[src/rtl/sd_sector_sched.sv]
// SD multi-sector read scheduler: issues per-sector read commands,
// forwards reader bytes one cycle late, and guards each job with a timeout.
module sd_sector_sched #(
   parameter int unsigned SECTOR_BYTES = 512,
   parameter int unsigned TMO_CYC      = 1000000
) (
   input  logic        SD_clk,
   input  logic        sd_rstn,
   input  logic        init_done,
   input  logic        start,
   input  logic [31:0] start_sector,
   input  logic [15:0] sector_count,
   output logic        rd_req,
   output logic [31:0] rd_addr,
   input  logic        rd_ack,
   input  logic        byte_valid,
   input  logic [7:0]  byte_data,
   output logic        pix_valid,
   output logic [7:0]  pix_data,
   output logic        busy,
   output logic [15:0] sectors_done,
   output logic        done,
   output logic        err
);

   localparam int BW = $clog2(SECTOR_BYTES + 1);
   localparam int TW = (TMO_CYC > 1) ? $clog2(TMO_CYC) : 1;
   localparam logic [BW-1:0] BLAST = BW'(SECTOR_BYTES - 1);
   localparam logic [TW-1:0] TLAST = TW'(TMO_CYC - 1);

   typedef enum logic [2:0] {
      ST_IDLE,
      ST_WAIT_INIT,
      ST_REQ,
      ST_XFER,
      ST_NEXT,
      ST_DONE,
      ST_ERR
   } state_e;

   state_e        state_q, state_d;
   logic [31:0]   addr_q, addr_d;
   logic [15:0]   cnt_q, cnt_d;
   logic [15:0]   sdone_q, sdone_d;
   logic [BW-1:0] bcnt_q, bcnt_d;
   logic [TW-1:0] tmr_q, tmr_d;
   logic          err_q, err_d;
   logic          pixv_q, pixv_d;
   logic [7:0]    pixd_q, pixd_d;

   always_ff @(posedge SD_clk or negedge sd_rstn) begin
      if (!sd_rstn) begin
         state_q <= ST_IDLE;
         addr_q  <= '0;
         cnt_q   <= '0;
         sdone_q <= '0;
         bcnt_q  <= '0;
         tmr_q   <= '0;
         err_q   <= 1'b0;
         pixv_q  <= 1'b0;
         pixd_q  <= '0;
      end else begin
         state_q <= state_d;
         addr_q  <= addr_d;
         cnt_q   <= cnt_d;
         sdone_q <= sdone_d;
         bcnt_q  <= bcnt_d;
         tmr_q   <= tmr_d;
         err_q   <= err_d;
         pixv_q  <= pixv_d;
         pixd_q  <= pixd_d;
      end
   end

   always_comb begin
      state_d = state_q;
      addr_d  = addr_q;
      cnt_d   = cnt_q;
      sdone_d = sdone_q;
      bcnt_d  = bcnt_q;
      tmr_d   = tmr_q;
      err_d   = err_q;
      pixv_d  = 1'b0;
      pixd_d  = pixd_q;

      // bytes are only meaningful while a sector is streaming
      if (state_q == ST_XFER && byte_valid) begin
         pixv_d = 1'b1;
         pixd_d = byte_data;
      end

      unique case (state_q)
         ST_IDLE: begin
            if (start) begin
               addr_d  = start_sector;
               cnt_d   = sector_count;
               err_d   = 1'b0;
               sdone_d = '0;
               tmr_d   = '0;
               bcnt_d  = '0;
               if (sector_count == 16'd0) begin
                  state_d = ST_DONE;
               end else if (init_done) begin
                  state_d = ST_REQ;
               end else begin
                  state_d = ST_WAIT_INIT;
               end
            end
         end
         ST_WAIT_INIT: begin
            if (init_done) begin
               state_d = ST_REQ;
            end
         end
         ST_REQ: begin
            if (!init_done) begin
               state_d = ST_ERR;
            end else if (rd_ack) begin
               state_d = ST_XFER;
               bcnt_d  = '0;
               tmr_d   = '0;
            end else if (tmr_q == TLAST) begin
               state_d = ST_ERR;
            end else begin
               tmr_d = tmr_q + TW'(1);
            end
         end
         ST_XFER: begin
            // a byte arriving on the expiry cycle still counts as progress
            if (!init_done) begin
               state_d = ST_ERR;
            end else if (byte_valid) begin
               bcnt_d = bcnt_q + BW'(1);
               tmr_d  = '0;
               if (bcnt_q == BLAST) begin
                  state_d = ST_NEXT;
               end
            end else if (tmr_q == TLAST) begin
               state_d = ST_ERR;
            end else begin
               tmr_d = tmr_q + TW'(1);
            end
         end
         ST_NEXT: begin
            sdone_d = sdone_q + 16'd1;
            addr_d  = addr_q + 32'd1;
            if (!init_done) begin
               state_d = ST_ERR;
            end else if (sdone_q + 16'd1 == cnt_q) begin
               state_d = ST_DONE;
            end else begin
               state_d = ST_REQ;
            end
         end
         ST_DONE: state_d = ST_IDLE;
         ST_ERR:  state_d = ST_IDLE;
         default: state_d = ST_IDLE;
      endcase

      if (state_d == ST_ERR) begin
         err_d = 1'b1;
      end
   end

   assign rd_req       = (state_q == ST_REQ);
   assign rd_addr      = addr_q;
   assign pix_valid    = pixv_q;
   assign pix_data     = pixd_q;
   assign busy         = (state_q == ST_WAIT_INIT) || (state_q == ST_REQ) ||
                         (state_q == ST_XFER) || (state_q == ST_NEXT);
   assign sectors_done = sdone_q;
   assign done         = (state_q == ST_DONE);
   assign err          = err_q;

endmodule

[config.mk]
export PLATFORM = sky130hd
export DESIGN_NAME = sd_sector_sched
export DESIGN_NICKNAME = d
export VERILOG_FILES = /design/src/rtl/sd_sector_sched.sv
export SDC_FILE = /design/constraint.sdc
export NUM_CORES = 1
export LEC_CHECK = 0
export ABC_AREA = 1
export CAP_MARGIN = 10
export CORE_MARGIN = 5
export CORE_UTILIZATION = 30
export CTS_CLUSTER_DIAMETER = 150
export DETAILED_ROUTE_END_ITERATION = 10
export GPL_TIMING_DRIVEN = 0
export SLEW_MARGIN = 20
export SYNTH_ARGS = -nofsm -noshare
export SYNTH_HDL_FRONTEND = slang
export SYNTH_SLANG_ARGS = --single-unit
[constraint.sdc]
create_clock -name SD_clk -period 4.85 [get_ports SD_clk]
set_clock_uncertainty 0.2 [all_clocks]
set_input_delay 0.97 -clock SD_clk [delete_from_list [all_inputs] [get_ports SD_clk]]
set_output_delay 0.97 -clock SD_clk [all_outputs]
set_load 0.05 [all_outputs]
==> impl_metrics.yaml, run 1 <==
setup_path:
  cp-startpoint: "state_q[1]"
  worst_ep_arrival_time_ps: 2620
  r2r_slack_ps: 2350
  cp_cell_sequence: "nor2_1 > nand2_2 > clkbuf_1 > nand4_1 > clkdlybuf4s50_1"
  cp_num_buf_inv: 2
  crit_path_end_kind: "primary output"
  reg2reg_depth: 11
  cp_max_fo: 10
  critPathLaunchType: "flip-flop"
  required_ps: 3680
  crit_type: "flip-flop to primary output"
  r2r-start: "rd_addr[1]"
  worst_path_largest_cell_delay_ps: 740
  cp_slowest_cell: "clkdlybuf4s50_1"
  r2r_end: "rd_addr[30]"
  path_depth: 5
  path_delay_family: "buffers and inverters"
min_path:
  min_path_type: "flip-flop to flip-flop"
  hold_path_depth: 2
  hold_path_end: "pix_data[6]"
  min-delay-start: "pix_data[6]"
grt:
  antenna_found_initial: 0
  grt-ovfl-total: 0
  grt.total_usage_pct: 16.3
  grt_pass1_vias: 6176
  grt_pass1_wl_um: 32400
  grt_max_degree: 71
synth:
  synth_top_family_by_area: "simple AND/OR/NAND/NOR gates"
  syn-instance-count: 906
  syn_area_per_cell_um2: 7.23
  synth_xor_area_share_pct: 2.67
  yosys.area_share.simple_pct: 32.8
  synth_adder_area_share_pct: 0.764
  synth_seq_cells: 107
  yosys-top-cells-area: "dfrtp_1 41%, nand2_1 13%, inv_1 7.2%"
  netlist_area_um2: 6550
  async_reset_ff_share_pct: 100
  yosysMostFrequentCell: "nand2_1"
  synth_compound_area_share_pct: 13.9
  yosysTopAreaCell: "dfrtp_1"
  syn_nets: 972
  synth_flop_cell: "dfrtp_1"
  yosys-mux-area-fraction_pct: 0
  synth_edf_count: 0
  ys_types: 45
  netlist.area_leader.share_pct: 40.9
  netlist_top_cells_count: "221 x nand2_1, 125 x inv_1, 107 x dfrtp_1"
  ys_warn_count: 0
  seq_area_frac_synth_pct: 40.9
sta:
  rsz0062_at_grt: "no"
  setup_tns_ps: 0
  max_freq_mhz: 264
  drv_slew: 0
  fin_crit_sh_pct: 78.2
  tightest_slew_ps: 662
  slew_headroom_pct: 55.9
  period_minus_slack_ps: 3790
  hold_viol: 0
  finalSetupViolations: 0
  holdWs_ps: 276
final_layout:
  area_delta_synth_final_pct: 29.2
  fin_util_pct: 39.0
  nNetsFinal: 1106
  diodes: 0
  layout-drive-gt1-share_pct: 6.99
floorplanning:
  rows: 54
  die_h_um: 158
  io_pins: 123
  fp.dieW_um: 158
  coreArea_um2: 21700
  die_area_um2: 24900
  start_util_pct: 30.2
clock_tree:
  clock-root-buffer: "clkbuf_16"
  numCtsBuffers: 9
  clock_sinks: 107
  ctsResizeCount: 0
  cts_tree: "built"
  clkTransAtPathRegs_ps: 70
  h-tree-depth: 3
  holdBufCountCts: 0
  clk_latency_ps: 360
  clockBufferDepth: 2
  cts_setup_buffers: 0
placed_design:
  dp_hpwl_um: 15400
  portBuffers: 122
  routabilityCongestion: 0.844
outcome:
  outcome: "finished clean"
detailed_routing:
  drt_iter0_markers: 373
  vias: 6446
  viasPerCell: 4.86
  drc: 0
  dr.pass1.iters: 5
  postRouteAntennaNets: 0
  drt_wl_total_um: 20400
  wire_per_inst_um: 15.4
power:
  irDropWorstVdd_mv: 0.276
  power_leakage_nw: 3.71
  p_per_area_nw_per_um2: 587
job:
  max_cap_violations: 0
==> where the power goes <==
part / switching [mW] / internal [mW] / leakage (nW)
Clock: 0.356 / 0.455 / 0.143
Combinational: 1.80 / 0.856 / 2.18
Sequential: 0.329 / 1.17 / 1.38
Total: 2.49 / 2.48 / 3.71
==> stage by stage <==
step	power (mW)	cell area [um^2]	std cells	setup WS (ps)
global route	5.30	8460	1325	940
global placement	4.17	8120	1308	-1980
finish	4.97	8460	1325	1060
detailed placement	4.20	8150	1309	1390
CTS	5.02	8460	1325	995
floorplan	3.25	6550	906	2090
==> logic make-up after synthesis <==
family | count (synthesis)
AOI/OAI and AO/OA | 155
adders and majority gates | 4
DFF | 107
xor gates and xnor gates | 20
buffers and inverters | 154
and+or+nand+nor | 466
==> layout by cell type (no fill, tap or decap), types with 5 or more instances in the layout <==
cell type and count:
o221ai_1 5, clkdlybuf4s50_1 121, o21ai_1 6, inv_2 7, clkbuf_16 9, xor2_1 16
nor2_2 9, inv_1 125, o21ai_0 56, buf_2 5, clkbuf_1 14, nand2_1 221
nand3_1 70, nand2_2 14, nor3b_1 5, nor2_4 7, dfrtp_1 107, nand4_1 24
o211ai_1 6, a21oi_1 40, nor3_1 21, nor2_1 77, o22ai_1 24
==> registers in the layout, summed over array words and instances, names as in the netlist <==
signal / cells
rd_addr: 32
tmr_q: 20
cnt_q: 16
sectors_done: 16
bcnt_q: 10
pix_data: 8
state_q: 3
err: 1
pix_valid: 1
==> cell type report <==
cell class	instances	area (um^2)
multi-input cells	645	3280
plain buffers	21	88.8
repair buffers	123	1250
clock inverters	4	75.1
inverters	133	502
clock buffers	12	236
fillers	2248	13200
well taps	280	350
flip-flops and latches	107	2680
==> per-layer routing <==
layer  wire, um  part of all wire, %  GRT usage, %
met1       9500                   47          21.9
met2       9270                   46          26.4
met5          0                    0             0
met4        505                  2.5          6.19
met3       1080                  5.3          2.87
==> worst max path at each step <==
stage	endpoint	slack, ps
6_report	busy	1060
3_3_place_gp	cnt_q[2]	-1980
5_1_grt	busy	940
3_5_place_dp	busy	1390
2_1_floorplan	done	2090
4_1_cts	busy	1000
==> tightest hold or removal path, stage by stage, from the launching register on <==
cell     delay (ps)
dfrtp_1         350
nand2_1          60
nand2_1          50
No activity file was read; power rests on OpenSTA's default activity.
==> run 2: changes to the inputs <==
==> constraint.sdc (replaced) <==
create_clock -name SD_clk -period 3.7 [get_ports SD_clk]
set_clock_uncertainty 0.2 [all_clocks]
set_input_delay 0.74 -clock SD_clk [delete_from_list [all_inputs] [get_ports SD_clk]]
set_output_delay 0.74 -clock SD_clk [all_outputs]
set_load 0.05 [all_outputs]
==> results of run 2 <==
Same layout as run 1 (identical final DEF). Status: finished clean.
Main changes from that run: setup slack after placement 1390 ps -> 474 ps; setup slack after layout 1060 ps -> 138 ps; hold slack 276 ps -> 84.3 ps; register-to-register setup slack 2350 ps -> 1200 ps; total power 4.97 mW -> 6.52 mW; worst IR drop on VDD 0.276 mV -> 0.362 mV
==> run 3: changes to the inputs <==
--- a/config.mk
+++ b/config.mk
@@ -7,11 +7,11 @@
 export LEC_CHECK = 0
 export ABC_AREA = 1
 export CAP_MARGIN = 10
-export CORE_MARGIN = 5
-export CORE_UTILIZATION = 30
+export CORE_UTILIZATION = 51
 export CTS_CLUSTER_DIAMETER = 150
 export DETAILED_ROUTE_END_ITERATION = 10
 export GPL_TIMING_DRIVEN = 0
+export PLACE_DENSITY = 0.78
 export SLEW_MARGIN = 20
 export SYNTH_ARGS = -nofsm -noshare
 export SYNTH_HDL_FRONTEND = slang
==> impl_metrics.yaml, run 3 (same netlist as run 1, synthesis figures left out) <==
power:
  pwr-share-comb_pct: 53.8
  p_sw_mw: 3.23
  swShare_pct: 50.4
  power_leakage_nw: 3.71
  p_int_mw: 3.18
  power.clock.fraction_pct: 15.4
  irDropWorstVdd_mv: 0.646
  seq_power_share_pct: 30.8
  p_per_area_nw_per_um2: 772
detailed_routing:
  drc: 0
  drt_iter0_markers: 463
  vias: 6525
  dr.pass1.iters: 5
  wire_per_inst_um: 14.9
  drt_wl_total_um: 18100
  postRouteAntennaNets: 0
  viasPerCell: 5.36
setup_path:
  worst_ep_arrival_time_ps: 2610
  required_ps: 2760
  crit_path_end_kind: "primary output"
  cp-startpoint: "state_q[1]"
  r2r-start: "sectors_done[0]"
  cp_slowest_cell: "clkdlybuf4s50_1"
  cp_num_buf_inv: 2
  cp_cell_sequence: "nor2_1 > nand2_2 > clkbuf_1 > nand4_1 > clkdlybuf4s50_1"
  r2r_end: "err"
  path_depth: 5
  worst_path_largest_cell_delay_ps: 740
  crit_type: "flip-flop to primary output"
  path_delay_family: "buffers and inverters"
  reg2reg_depth: 14
  endpoint: "busy"
  r2r_slack_ps: 1110
  critPathLaunchType: "flip-flop"
  cp_max_fo: 10
grt:
  grt_pass1_wl_um: 29200
  grt_max_degree: 69
  antenna_found_initial: 0
  grt-ovfl-total: 0
  grt_pass1_vias: 5997
  grt.total_usage_pct: 28.6
sta:
  fin_crit_sh_pct: 96.0
  tightest_slew_ps: 672
  rsz0062_at_grt: "no"
  hold_viol: 0
  period_minus_slack_ps: 3550
  drv_slew: 0
  max_freq_mhz: 282
  finalSetupViolations: 0
  setup_slack_ps: 148
  slew_headroom_pct: 55.2
floorplanning:
  coreArea_um2: 12600
  fp.dieW_um: 115
  die_area_um2: 13300
  io_pins: 123
  start_util_pct: 52.1
  die_h_um: 115
  rows: 41
clock_tree:
  h-tree-depth: 3
  clock_sinks: 107
  clkTransAtPathRegs_ps: 70
  clk_latency_ps: 360
  numCtsBuffers: 9
  holdBufCountCts: 0
  clock-root-buffer: "clkbuf_16"
  ctsResizeCount: 0
  cts_setup_buffers: 0
  clockBufferDepth: 2
  cts_tree: "built"
outcome:
  outcome: "finished clean"
placed_design:
  portBuffers: 122
  placed_area_um2: 8020
  pre_cts_ws_ps: 565
  dp_hpwl_um: 13300
  routabilityCongestion: 0.900
final_layout:
  layout-drive-gt1-share_pct: 7.18
  final_cell_mix: "221 x nand2_1, 125 x inv_1, 121 x clkdlybuf4s50_1"
  fin_util_pct: 66.1
  final_common_cell: "nand2_1"
  nNetsFinal: 1106
  diodes: 0
  area_delta_synth_final_pct: 26.8
  final_area_um2: 8310
  largest_register_ffs: 32
min_path:
  min_path_type: "input pin to async pin"
job:
  max_cap_violations: 0
## run 3: cell types whose count changed in the layout (fill, tap and decap cells not counted)
cell	previous run	this run
clkbuf_1	14	12
clkinv_2	0	2
bufinv_16	2	1
inv_6	0	1
## run 3: routing by layer
metal	wire length, um	vias to the layer above	part of all wire [%]	global-route usage (%)
li1	-	3250	-	-
met1	8280	3021	46	39.4
met2	8260	233	46	45.2
met3	1220	21	6.7	5.43
met4	314	0	1.7	9.78
met5	0	-	0	0
## run 3: final cells by class
| class | instances | area (um^2) |
|---|---|---|
| Buffer | 21 | 88.8 |
| Tap cell | 172 | 215 |
| Clock buffer | 10 | 229 |
| Fill cell | 1072 | 4260 |
| Inverter | 133 | 502 |
| Timing Repair Buffer | 123 | 1250 |
| Sequential cell | 107 | 2680 |
| Multi-Input combinational cell | 645 | 3280 |
| Clock inverter | 6 | 63.8 |
## run 3: worst min-delay path by stage
stage / depth (start not counted) / slack, ps / startpoint / endpoint
2_1_floorplan: 0 / 240 / sd_rstn / bcnt_q[0]
6_report: 1 / 90 / sd_rstn / sectors_done[5]
5_1_grt: 1 / 110 / sd_rstn / sectors_done[14]
4_1_cts: 1 / 100 / sd_rstn / sectors_done[11]
3_5_place_dp: 2 / 260 / pix_data[3] / pix_data[3]
3_3_place_gp: 2 / 260 / pix_data[5] / pix_data[5]
## run 3: per-stage QoR
stage,hold slack (ps),power (mW),TNS (ps),instances
2_1_floorplan,244,4.26,0,906
3_3_place_gp,256,5.36,-272350,1200
3_5_place_dp,260,5.40,0,1201
4_1_cts,97.1,6.40,0,1217
5_1_grt,114,6.81,0,1217
6_report,88.7,6.41,0,1217
## run 3: power by group through the flow
stage | combinational [mW] | sequential [mW] | clock (mW)
after floorplan | 1.57 | 2.69 | 0
after global placement | 3.39 | 1.97 | 0
after detailed placement | 3.43 | 1.97 | 0
after CTS | 3.44 | 1.96 | 1.00
after global routing | 3.75 | 2.02 | 1.04
final | 3.45 | 1.97 | 0.986
